## config.mk

```make
export PLATFORM = sky130hd
export DESIGN_NAME = a2bus_read_responder
export DESIGN_NICKNAME = d
export VERILOG_FILES = /design/src/rtl/a2bus_read_responder.sv
export SDC_FILE = /design/constraint.sdc
export NUM_CORES = 1
export LEC_CHECK = 0
export ABC_AREA = 1
export BUFFER_PORTS_ARGS = -buffer_cell sky130_fd_sc_hd__buf_4
export CORE_MARGIN = 4
export CORE_UTILIZATION = 46
export DETAILED_ROUTE_END_ITERATION = 12
export HOLD_SLACK_MARGIN = 0.12
export PLACE_DENSITY = 0.84
export SYNTH_ARGS = -nofsm -noshare
export SYNTH_HDL_FRONTEND = slang
export SYNTH_SLANG_ARGS = --single-unit
export TNS_END_PERCENT = 5
```

## constraint.sdc

```tcl
create_clock -name clk_logic_i -period 1.3 [get_ports clk_logic_i]
set_input_delay 0.13 -clock clk_logic_i [delete_from_list [all_inputs] [get_ports clk_logic_i]]
set_output_delay 0.13 -clock clk_logic_i [all_outputs]
set_load 0.03 [all_outputs]
```

## src/rtl/a2bus_read_responder.sv

```systemverilog
// Apple II slot read responder: samples each bus cycle's address, asks a client whether it claims
// the read, and drives the returned byte through Phi0 plus a short hold. INH support: A2BUS_READ_RESPONDER_INH_EN.
module a2bus_read_responder #(
  parameter int CLOCK_SPEED_HZ = 54_000_000,
  parameter int ADDR_COUNT     = 18,
  parameter int DRIVE_START    = 4,
  parameter int HOLD_COUNT     = 3
) (
  input  logic        clk_logic_i,
  input  logic        system_reset_n_i,
  input  logic        phi0_i,
  input  logic        phi0_posedge_i,
  input  logic        phi0_negedge_i,
  input  logic        enable_i,
  input  logic [15:0] a2_a_i,
  input  logic        a2_rw_n_i,
  output logic        rd_req_o,
  output logic [15:0] rd_addr_o,
  input  logic        rd_ack_i,
  input  logic        rd_claim_i,
  input  logic [7:0]  rd_data_i,
  input  logic        rd_inh_i,
  output logic [7:0]  a2_d_o,
  output logic        a2_d_oe_o,
  output logic        a2_inh_n_o,
  output logic        miss_o
);

  // Each ~1.023 MHz bus cycle has two phases, so this is the logic-clock length of one phase.
  localparam int PHASE_CLOCKS = CLOCK_SPEED_HZ / 2_046_000;

  if (HOLD_COUNT < 1 || HOLD_COUNT >= ADDR_COUNT || ADDR_COUNT >= PHASE_CLOCKS
      || DRIVE_START >= PHASE_CLOCKS) begin : g_param_check
    $error("a2bus_read_responder: phase timing parameters do not fit one bus phase");
  end

`ifdef A2BUS_READ_RESPONDER_INH_EN
  localparam logic INH_EN = 1'b1;
`else
  localparam logic INH_EN = 1'b0;
`endif

  localparam logic [5:0] CNT_MAX   = 6'd63;
  localparam logic [5:0] ADDR_CNT  = 6'(ADDR_COUNT);
  localparam logic [5:0] DRIVE_CNT = 6'(DRIVE_START);
  localparam logic [5:0] HOLD_CNT  = 6'(HOLD_COUNT);

  typedef enum logic [2:0] {
    ST_IDLE,
    ST_ADDR,
    ST_REQ,
    ST_READY,
    ST_DRIVE
  } state_t;

  state_t      state_reg;
  logic [5:0]  phase_cnt_reg;
  logic [5:0]  hold_cnt_reg;
  logic        rd_req_reg;
  logic [15:0] rd_addr_reg;
  logic [7:0]  d_reg;
  logic        oe_reg;
  logic        inh_n_reg;
  logic        miss_reg;

  logic stalled;
  logic addr_sample;
  logic deadline;
  logic drive_now;

  assign stalled     = (phase_cnt_reg == CNT_MAX);
  assign addr_sample = (phase_cnt_reg == ADDR_CNT) && !phi0_i;
  assign deadline    = (phase_cnt_reg == DRIVE_CNT) && phi0_i;
  // On the Phi0-rise clock the counter still holds the Phi1 count, so that clock is excluded.
  assign drive_now   = phi0_i && !phi0_posedge_i && (phase_cnt_reg >= DRIVE_CNT);

  always_ff @(posedge clk_logic_i) begin
    if (!system_reset_n_i) begin
      state_reg     <= ST_IDLE;
      phase_cnt_reg <= CNT_MAX;
      hold_cnt_reg  <= '0;
      rd_req_reg    <= 1'b0;
      rd_addr_reg   <= '0;
      d_reg         <= '0;
      oe_reg        <= 1'b0;
      inh_n_reg     <= 1'b1;
      miss_reg      <= 1'b0;
    end else begin
      rd_req_reg <= 1'b0;
      miss_reg   <= 1'b0;

      if (phi0_posedge_i || phi0_negedge_i) begin
        phase_cnt_reg <= '0;
      end else if (!stalled) begin
        phase_cnt_reg <= phase_cnt_reg + 6'd1;
      end

      // Hold tail runs on its own so the next cycle's address phase can proceed meanwhile.
      if (hold_cnt_reg != '0) begin
        hold_cnt_reg <= hold_cnt_reg - 6'd1;
        if (hold_cnt_reg == 6'd1) begin
          oe_reg    <= 1'b0;
          inh_n_reg <= 1'b1;
        end
      end

      if (stalled && state_reg != ST_IDLE) begin
        state_reg    <= ST_IDLE;
        oe_reg       <= 1'b0;
        hold_cnt_reg <= '0;
        inh_n_reg    <= 1'b1;
      end else begin
        case (state_reg)
          ST_IDLE: begin
            if (phi0_negedge_i) state_reg <= ST_ADDR;
          end
          ST_ADDR: begin
            if (addr_sample) begin
              rd_addr_reg <= a2_a_i;
              if (a2_rw_n_i && enable_i) begin
                rd_req_reg <= 1'b1;
                state_reg  <= ST_REQ;
              end else begin
                state_reg <= ST_IDLE;
                inh_n_reg <= 1'b1;
              end
            end
          end
          ST_REQ: begin
            if (phi0_negedge_i) begin
              state_reg <= ST_ADDR;
            end else if (rd_ack_i) begin
              if (rd_claim_i) begin
                d_reg     <= rd_data_i;
                inh_n_reg <= ~(INH_EN & rd_inh_i);
                state_reg <= ST_READY;
              end else begin
                state_reg <= ST_IDLE;
                inh_n_reg <= 1'b1;
              end
            end else if (deadline) begin
              miss_reg  <= 1'b1;
              state_reg <= ST_IDLE;
              inh_n_reg <= 1'b1;
            end
          end
          ST_READY: begin
            if (phi0_negedge_i) begin
              state_reg <= ST_ADDR;
            end else if (drive_now) begin
              state_reg <= ST_DRIVE;
              oe_reg    <= 1'b1;
            end
          end
          ST_DRIVE: begin
            if (phi0_negedge_i) begin
              state_reg    <= ST_ADDR;
              hold_cnt_reg <= HOLD_CNT;
            end
          end
          default: state_reg <= ST_IDLE;
        endcase
      end
    end
  end

  assign rd_req_o   = rd_req_reg;
  assign rd_addr_o  = rd_addr_reg;
  assign a2_d_o     = d_reg;
  assign a2_d_oe_o  = oe_reg;
  assign a2_inh_n_o = inh_n_reg;
  assign miss_o     = miss_reg;

endmodule

```

### After elaboration in Yosys (flattened, before gate mapping)

Index checks and enable logic that the tools add are counted.

* $add $sub $neg: 2
* $mul: 0
* divide/modulo/power cells: 0
* $lt $le $gt $ge: 1
* eq/ne operators: 13
* shift operators: 0
* multiplexer cells: 30
* bitwise gates (word level): 6
* reductions and logical operators: 19

Operator list (count)
* $mux 6: 5
* $mux 3: 7
* $mux 1: 14
* $pmux 3 s4: 1
* $add 6x1->6 const B: 1
* $eq 3x2->1 const B: 2
* $eq 6x1->1 const B: 1
* $eq 6x3->1 const B: 1
* $eq 6x5->1 const B: 1
* $eq 6x6->1 const B: 1
* $ge 6x3->1 const B: 1
* $logic_and 1x1->1: 6
* $not 1->1: 6
* $reduce_bool 6->1: 1
* $sub 6x1->6 const B: 1
* $reduce_and 5->1: 1
* $reduce_or 5->1: 1
* $mux 2: 2
* $ne 2x1->1 const B: 2
* $ne 4x4->1 const B: 1
* $reduce_and 4->1: 1
* $reduce_or 2->1: 2
* $reduce_or 4->1: 1
* $eq 3x1->1 const B: 1
* 9 further kinds: 10

* register bits: 43
* latch bits: 0
* memory bits (writable): 0
* ROM bits: 0
* input bits: 34
* output and inout port bits: 28
* memories kept: 0

### Logic depth before layout (Yosys ltp)

Gate-level depths: netlist (run 1).

* depth in word-level cells: 7
* gate-level depth with buffers: 10

### Least setup slack after synthesis (run 1)

OpenSTA, ideal clock, no wires.

* path kind: flip-flop to flip-flop
* start point: reg phase_cnt_reg[0]
* end point: reg rd_addr_reg[0], in the netlist rd_addr_o[0]
* library setup time: 0.114 ns
* arrival: 1.235 ns
* setup slack: -0.049 ns
* stages on the path, launching flop included: 11
* path buffers: 1
* path through: dfxtp_1 -> inv_1 -> ha_1 -> nand2_1 -> inv_1 -> nand3_2 -> nor2_4 -> inv_4 -> buf_6 -> nor2_2 -> nor2_1

* cells in the longest elaborated chain, start to end: 4

Ends and longest elaborated chain
* from (decl): line 57 `logic [5:0] phase_cnt_reg;`
* from (signal assigned): line 95 `phase_cnt_reg <= phase_cnt_reg + 6'd1;`
* $eq 6x6->1: line 71 `assign stalled = (phase_cnt_reg == CNT_MAX);`
* $logic_and 1x1->1: line 107 `if (stalled && state_reg != ST_IDLE) begin`
* $not 1->1 (no line)
* $reduce_and 3->1 (no line) *
* to (signal assigned): line 119 `rd_addr_reg <= a2_a_i;`
* to (decl): line 60 `logic [15:0] rd_addr_reg;`

Every way passes the cells marked *; elsewhere a longest branch is shown, timed or not.
A chain may end at the register's enable or synchronous reset.

### Worst setup path after layout (run 1)

* start point: reg phase_cnt_reg[0]
* end point: reg rd_addr_reg[13], in the netlist rd_addr_o[13]

Same word-level chain as after synthesis.

==> results of run 1 <==
[cells by family (layout without fill, tap and decap cells)]
logic type	after synthesis	after routing
buf+inv	36	140
compound gates	50	50
fa+ha+maj	6	6
xor+xnor	6	6
simple gates	116	116
flops	43	43
[power by group through the flow]
stage / Clock [mW] / Combinational (mW) / Sequential, mW
finish: 1.03 / 1.09 / 1.56
global route: 1.10 / 1.25 / 1.58
CTS: 1.05 / 1.04 / 1.55
detailed placement: 0 / 0.958 / 1.58
global placement: 0 / 0.925 / 1.57
floorplan: 0 / 0.676 / 1.58
[what timing repair did]
action,CTS,global route
resized for setup,7,32
hold endpoints to repair,25,0
hold buffers,25,0
buffers inserted,0,2
endpoints found under the setup margin,35,40
gates cloned,0,1
pin swaps,1,9
[cell usage after synthesis]
library cell / number
inv_2: 4
ha_1: 6
nor2_8: 1
xor2_1: 4
o21ai_0: 22
clkbuf_1: 2
buf_2: 1
nand3_2: 5
o21ai_1: 14
nor3_1: 5
nand2_1: 20
nor2_4: 3
o21ai_4: 1
xnor2_1: 2
o21bai_1: 1
nor2_2: 10
a21oi_2: 1
nand2_2: 2
dfxtp_1: 43
nand3_1: 10
buf_6: 2
o211ai_1: 2
a31oi_1: 2
inv_1: 24
nor3_2: 1
nor2_1: 57
a21oi_1: 6
buf_4: 1
inv_4: 1
inv_8: 1
nand2_8: 1
o22ai_1: 1
nand2_4: 1
[worst min path at each step]
stage	end	from	slack [ps]	cells past startpoint
final	phase_cnt_reg[2]	system_reset_n_i	150	2
after global routing	phase_cnt_reg[3]	system_reset_n_i	160	2
after CTS	phase_cnt_reg[2]	system_reset_n_i	130	2
after detailed placement	rd_addr_o[13]	a2_a_i[13]	360	3
after global placement	rd_addr_o[5]	a2_a_i[5]	350	3
after floorplan	rd_addr_o[0]	a2_a_i[0]	260	2
[through the flow]
step | cell area, um^2 | hold WS [ps] | total power, mW | setup slack (ps)
5_1_grt | 3090 | 158 | 3.93 | -172
6_report | 3090 | 149 | 3.68 | -88.6
3_5_place_dp | 2600 | 359 | 2.54 | -74.6
3_3_place_gp | 2600 | 351 | 2.50 | -38.8
4_1_cts | 2970 | 127 | 3.63 | -58.6
2_1_floorplan | 2020 | 258 | 2.25 | -39.7
[area by class of cell]
class                   count  area, um^2
inverters                  30         128
well taps                  50        62.6
flip-flops and latches     43         870
fillers                   297        1030
clock inverters             2        37.5
multi-input cells         178        1050
repair buffers            102         860
clock buffers               5        68.8
repair inverters            1        6.26
[routing by layer]
metal / GRT usage, % / wire [um] / part of all wire (%) / up-vias
met1: 23.0 / 2210 / 39 / 976
li1: - / - / - / 1027
met3: 6.49 / 338 / 6.0 / 11
met4: 6.84 / 99 / 1.7 / 0
met5: 0 / 0 / 0 / -
met2: 39.1 / 3020 / 53 / 72
[worst reg2reg max path: cells and delay by family, from the launching register on]
kind	cells	cell delay (ps)
simple gates	4	390
flops	1	340
fa+ha+maj	1	130
buf+inv	4	420
compound gates	1	60
[cell usage in the layout, fill, tap and decap left out, types with 2 or more instances in the layout]
master         count
nand2_2            4
nand3_1            7
clkbuf_8           5
o21ai_2            4
buf_4             73
dfxtp_2            4
a21oi_2            3
nand3_2            7
o21ai_0           12
o211ai_1           2
dfxtp_1           38
xnor2_1            2
a31oi_1            2
nor2_1            56
inv_1             22
xor2_1             4
nand2_1           18
nor3_1             5
buf_8              2
inv_2              6
a21oi_1            4
dlygate4sd3_1     25
inv_8              2
nor2_2            11
nor2_4             3
o21ai_1           20
ha_1               5
==> impl_metrics.toml, run 1 <==
[detailed_routing]
viasPerCell = 5.08
vias = 2086
ant_nets = 0
drc = 0
dr.pass1.iters = 4
drt_iter0_markers = 112
wire_per_inst_um = 13.8
routed_wirelength_mm = 5.67

[power_and_ir_drop]
seqPwrFrac_pct = 42.4
internal-power_mw = 2.50
p_sw_mw = 1.18
ir_drop_mv = 0.906
p_clk_share_pct = 27.9
combPwrFrac_pct = 29.7
total_leakage_power_nw = 1.44
p_per_area_nw_per_um2 = 1190
swShare_pct = 31.9

[timing]
hold_viol = 0
slew_viol_final = 0
max_freq_ghz = 0.720
setup_tns_ps = -1430
skew_ps = 7.07
rsz0062_at_grt = "true"
period_share_pct = 107
worst_slack_ps = -88.6
worstMarginPinSlew_ps = 338
setup_viol = 34
slew-limit-headroom_pct = 77.4
period_needed_ps = 1390

[worst_setup_path]
crit_path_start = "phase_cnt_reg[0]"
slowest_delay_ps = 340
r2r-end = "rd_addr_o[13]"
worstPathMaxFanout = 6
cpMaxStageDelayCell = "dfxtp_2"
cp.required_ps = 1540
worstPathArrival_ps = 1630
reg2reg_from = "phase_cnt_reg[0]"
worstPathBufferInverterCount = 4
worst-r2r-cell-count = 10
cp-start-kind = "flop"
path_class = "reg2reg"
cp_cell_sequence = "inv_2 > ha_4 > nand2_2 > inv_2 > nand3_4 > nor2_4 > buf_12 > buf_8 > o21ai_2 > nor2_1"
cpMostUsedCell = "inv_2"
cp-endpoint = "rd_addr_o[13]"
path_delay_family = "buffers and inverters"
crit_cells = 10
critPathCaptureType = "flop"
rrSetupSlack_ps = -90

[place]
hpwlAfterDp_mm = 3.62
gp_congestion = 0.840
port_buffers = 60
place_inst = 376

[yosys]
yosysTopAreaCell = "dfxtp_1"
synth_top_family_by_area = "simple AND/OR/NAND/NOR gates"
synth_top_area_share_pct = 42.7
synthAdderAreaFrac_pct = 3.73
ys_seq_elements = 43
netlist_instances = 257
syn_avg_cell_area_um2 = 7.84
synth_simple_gate_area_share_pct = 29.0
synthXorXnorAreaFrac_pct = 2.61
ys_seq_area_share_pct = 42.7
syn-cell-area_um2 = 2010
muxShareOfSynthArea_pct = 0
synth_area_leaders = "dfxtp_1, nor2_1, o21ai_0"
synth_compound_area_share_pct = 13.7
yosys_warnings = 0
synth_cell_types = 33
synth_fp_nets = 297

[floorplan]
fp.dieArea_um2 = 5500
die_x_um = 74.2
ios = 62
rows = 23
initial_core_util_pct = 49.0
die-height_um = 74.2
fp.coreArea_um2 = 4120

[cells_and_area]
largest_reg_flops = 16
fin_nets = 401
syn_to_final_growth_pct = 53.2
drive_gt1_share_pct = 38.0
post-route-util_pct = 75.0
final_cells = 411
diodes = 0

[global_routing]
grt_pass1_wl_mm = 8.94
overflow = 0
grt_usage_pct = 21.2
grt_pass1_vias = 2017
antenna_found_initial = 0
grt_start_max_net_pins = 19

[min_path]
hp-class = "in2reg"

[cts]
path_clk_slew_ps = 80
cts.sinks = 43
cts-root-buf = "clkbuf_8"
cts_max_level = 2
cts_buffers = 5
clk_latency_ps = 300
clock_path_buffers = 2
cts_tree = "done"

[job]
cap_violations = 0

[run_status]
status = "finished with violations"
violations = "setup timing"
No activity file was read; power rests on OpenSTA's default activity.
==> run 2, diff against run 1 <==
BUFFER_PORTS_ARGS = -buffer_cell sky130_fd_sc_hd__buf_2   (was -buffer_cell sky130_fd_sc_hd__buf_4)
==> impl_metrics.toml, run 2 (same netlist as run 1, synthesis figures left out) <==
[detailed_routing]
drt_iter0_markers = 111
vias = 2122
routed_wirelength_mm = 6.14
drc = 0
dr.pass1.iters = 4
wire_per_inst_um = 14.9
viasPerCell = 5.14
ant_nets = 0

[timing]
skew_ps = 12.9
setup_viol = 35
slew-limit-headroom_pct = 76.3
slew_viol_final = 0
hold_ws_ps = 162
worst_slack_ps = -139
period_needed_ps = 1440
worstMarginPinSlew_ps = 354
hold_viol = 0
max_freq_ghz = 0.695
period_share_pct = 111
rsz0062_at_grt = "true"

[cells_and_area]
final_cell_mix = "buf_2, nor2_1, dfxtp_1"
largest_reg_flops = 16
post-route-util_pct = 72.4
drive_gt1_share_pct = 39.9
final_common_cell = "buf_2"
diodes = 0
fin_nets = 403
syn_to_final_growth_pct = 47.8

[min_path]
holdPathStages = 4
hp-class = "in2reg"
hp-start = "rd_ack_i"
hold_path_end = "miss_o"

[cts]
cts.sinks = 43
clk_latency_ps = 300
cts_max_level = 2
clock_path_buffers = 2
path_clk_slew_ps = 90
cts-root-buf = "clkbuf_8"
cts_tree = "done"
cts_buffers = 5

[floorplan]
rows = 23
die-height_um = 74.2
ios = 62
die_x_um = 74.2
initial_core_util_pct = 49.0
fp.dieArea_um2 = 5500
fp.coreArea_um2 = 4120

[power_and_ir_drop]
ir_drop_mv = 0.884
p_per_area_nw_per_um2 = 1180
internal-power_mw = 2.30
p_clk_share_pct = 23.5
combPwrFrac_pct = 32.1
swShare_pct = 34.3
total_leakage_power_nw = 1.43
seqPwrFrac_pct = 44.4
p_sw_mw = 1.20

[run_status]
violations = "setup timing"
status = "finished with violations"

[worst_setup_path]
worstPathMaxFanout = 5
worst-r2r-cell-count = 10
worstPathArrival_ps = 1660
cp-start-kind = "flop"
cp.required_ps = 1520
path_class = "reg2reg"
r2r-end = "rd_addr_o[12]"
reg2reg_from = "phase_cnt_reg[0]"
rrSetupSlack_ps = -140
critPathCaptureType = "flop"

[global_routing]
grt_pass1_vias = 2020
overflow = 0
grt_pass1_wl_mm = 9.18
antenna_found_initial = 0
grt_usage_pct = 21.7
grt_start_max_net_pins = 17

[place]
hpwlAfterDp_mm = 3.50
gp_congestion = 0.828
port_buffers = 60

[job]
cap_violations = 0
-- run 2: cell types whose count changed in the layout (fill, tap and decap cells not counted), sizes merged --
| cell | previous run | this run |
|---|---|---|
| clkinv | 0 | 2 |
| buf | 77 | 79 |
| nand2 | 24 | 25 |
| dlygate4sd3 | 25 | 24 |
| clkinvlp | 1 | 0 |
| bufinv | 1 | 0 |
-- run 2: cell type report --
type                    instances  area [um^2]
clock inverters                 2         13.8
repair inverters                1         6.26
flip-flops and latches         43          871
well taps                      50         62.6
inverters                      30          130
fillers                       274         1140
multi-input cells             179         1110
clock buffers                   5         68.8
repair buffers                103          711
-- run 2: worst max-delay path by stage --
stage                          start            end  slack [ps]
floorplan           phase_cnt_reg[0]   rd_addr_o[0]         -40
global placement    phase_cnt_reg[0]   rd_addr_o[3]         -20
detailed placement  phase_cnt_reg[0]   rd_addr_o[8]        -120
CTS                 phase_cnt_reg[0]     a2_inh_n_o         -70
global route        phase_cnt_reg[0]  rd_addr_o[12]        -190
finish              phase_cnt_reg[0]  rd_addr_o[12]        -140
-- run 2: power groups by stage --
stage	sequential [mW]	clock [mW]	combinational, mW
after detailed placement	1.58	0	0.914
after global placement	1.57	0	0.884
after floorplan	1.58	0	0.676
after global routing	1.58	0.898	1.26
final	1.56	0.823	1.12
after CTS	1.55	0.841	0.996
-- run 2: timing repair --
item,4_1_cts,5_1_grt
endpoints found under the setup margin,39,41
hold buffers,24,0
hold endpoints to repair,24,0
cloned,2,1
setup buffers,2,6
resized for setup,23,28
pin swaps,3,14
-- run 2: layer usage --
| layer | GRT usage (%) | wire length [um] |
|---|---|---|
| met1 | 24.2 | 2370 |
| met2 | 38.6 | 3250 |
| met3 | 6.76 | 356 |
| met4 | 7.85 | 170 |
| met5 | 0 | 0 |
-- run 2: through the flow --
| stage | setup WS, ps | instances | cell area [um^2] | setup TNS (ps) | power [mW] |
|---|---|---|---|---|---|
| CTS | -70.8 | 406 | 2830 | -1390 | 3.39 |
| global placement | -24.9 | 371 | 2410 | -289 | 2.46 |
| global route | -193 | 413 | 2980 | -4250 | 3.73 |
| finish | -139 | 413 | 2980 | -1690 | 3.51 |
| detailed placement | -118 | 371 | 2410 | -2610 | 2.49 |
| floorplan | -39.7 | 257 | 2020 | -357 | 2.25 |
-- run 2: worst max-delay path, stage by stage (launching register included) --
cell and delay [ps]:
dfxtp_4 380, inv_4 70, ha_4 130, nand2_2 40, inv_2 60, nand3_4 90, nor2_4 120, buf_12 140
buf_6 120, o21ai_1 60, nor2_1 160
==> run 3, diff against run 2 <==
CTS_BUF_LIST = sky130_fd_sc_hd__clkbuf_16   (was default)
==> impl_metrics.toml, run 3 (same netlist as run 1, synthesis figures left out) <==
[power_and_ir_drop]
p_clk_share_pct = 31.4
internal-power_mw = 2.62
p_sw_mw = 1.25
ir_drop_mv = 0.776
p_per_area_nw_per_um2 = 1320
seqPwrFrac_pct = 40.3
total_leakage_power_nw = 1.41
combPwrFrac_pct = 28.3
swShare_pct = 32.2

[cts]
cts_buffers = 5
path_clk_slew_ps = 60
clk_latency_ps = 290
clock_path_buffers = 2
cts_tree = "done"
cts.sinks = 43
cts_max_level = 2
cts-root-buf = "clkbuf_16"

[timing]
worstMarginPinSlew_ps = 327
worst_slack_ps = -124
slew-limit-headroom_pct = 78.1
setup_tns_ps = -1130
max_freq_ghz = 0.702
rsz0062_at_grt = "true"
setup_viol = 25
period_needed_ps = 1420
slew_viol_final = 0
skew_ps = 7.31
period_share_pct = 110
hold_viol = 0

[global_routing]
grtUsageMet1_pct = 22.9
gr-usage-met2_pct = 38.4
use_met3_pct = 5.14
grt_start_max_net_pins = 18
overflow = 0
grt_busiest_layer = "met2"
grt_pass1_wl_mm = 8.98
grt_usage_pct = 21.2
grt_pass1_vias = 2051
antenna_found_initial = 0

[cells_and_area]
stdcell_area_um2 = 2920
final_cell_mix = "buf_2, nor2_1, dfxtp_1"
largest_reg_flops = 16
drive_gt1_share_pct = 37.7
syn_to_final_growth_pct = 45.2
diodes = 0
final_common_cell = "buf_2"
fin_nets = 393

[place]
port_buffers = 60
hpwlAfterDp_mm = 3.50
gp_congestion = 0.828
place_area_um2 = 2410

[floorplan]
fp.dieArea_um2 = 5500
rows = 23
die_x_um = 74.2
initial_core_util_pct = 49.0
die-height_um = 74.2
fp.coreArea_um2 = 4120
ios = 62

[run_status]
status = "finished with violations"
violations = "setup timing"

[worst_setup_path]
slowest_delay_ps = 330
reg2reg_from = "state_reg[0]"
cpMaxStageDelayCell = "dfxtp_1"
worstPathArrival_ps = 1590
cpMostUsedCell = "inv_2"
cp_cell_sequence = "inv_2 > nand3_2 > nor2_4 > inv_2 > nor2_8 > nand2_8 > o21ai_0 > nor2_1"
path_class = "reg2reg"
worstPathMaxFanout = 9
cp.required_ps = 1470
critPathCaptureType = "flop"
crit_path_start = "state_reg[0]"
path_delay_family = "simple AND/OR/NAND/NOR gates"
worstPathBufferInverterCount = 2
cp-start-kind = "flop"

[detailed_routing]
wire_per_inst_um = 14.4
ant_nets = 0
routed_wirelength_mm = 5.79
vias = 2070
drt_iter0_markers = 115
drc = 0
viasPerCell = 5.14
dr.pass1.iters = 4

[min_path]
hp-start = "rd_ack_i"
hp-class = "in2reg"

[job]
cap_violations = 0
==> run 3: changes by cell type in the layout (fill, tap and decap cells not counted), moves of 4 or more <==
cell and change:
clkbuf_16 +5, nor2_2 +4, clkbuf_8 -5, o21ai_0 +6, buf_4 -5
==> run 3: layout make-up <==
type,count,area (um^2)
repair buffers,95,627
fillers,271,1190
multi-input cells,178,1100
inverters,30,128
flip-flops and latches,43,871
clock inverters,2,13.8
well taps,50,62.6
clock buffers,5,125
==> run 3: tightest hold or removal path, stage by stage <==
cell and delay (ps):
buf_2 100, inv_1 60, nand2_1 70, nor3_1 50
==> run 3: metrics by stage <==
step / hold slack [ps] / utilization (%) / total power [mW] / instances / worst slack [ps]
after CTS: 150 / 68.2 / 3.76 / 402 / -80.8
after global routing: 199 / 71.1 / 4.08 / 403 / -254
final: 163 / 71.1 / 3.87 / 403 / -124
after detailed placement: 362 / 58.6 / 2.49 / 371 / -118
after floorplan: 258 / - / 2.25 / 257 / -39.7
after global placement: 352 / 58.6 / 2.46 / 371 / -24.9
==> run 3: timing repair <==
action / 4_1_cts / 5_1_grt
endpoints found under the hold margin: 24 / 0
hold buffers: 24 / 0
setup buffers: 0 / 1
resized for setup: 8 / 29
setup endpoints to repair: 38 / 41
pin swaps: 1 / 8
==> run 3: metal layers <==
layer / vias up / share of wire [%]
met2: 78 / 51
met1: 948 / 39
li1: 1021 / -
met4: 0 / 3.8
met3: 23 / 6.1
met5: - / 0
==> run 3: power groups by stage <==
| stage | Clock [mW] | Combinational [mW] | Sequential (mW) |
|---|---|---|---|
| 2_1_floorplan | 0 | 0.676 | 1.58 |
| 4_1_cts | 1.22 | 0.994 | 1.55 |
| 5_1_grt | 1.28 | 1.22 | 1.58 |
| 6_report | 1.21 | 1.09 | 1.56 |
| 3_5_place_dp | 0 | 0.914 | 1.58 |
| 3_3_place_gp | 0 | 0.884 | 1.57 |
==> run 3: final timing paths <==
check,slack (ps),end,cells after the start
max,-120,a2_d_o[6],8
min reg2reg,490,a2_d_oe_o,2
min,160,miss_o,4
max reg2reg,-120,a2_d_o[6],8
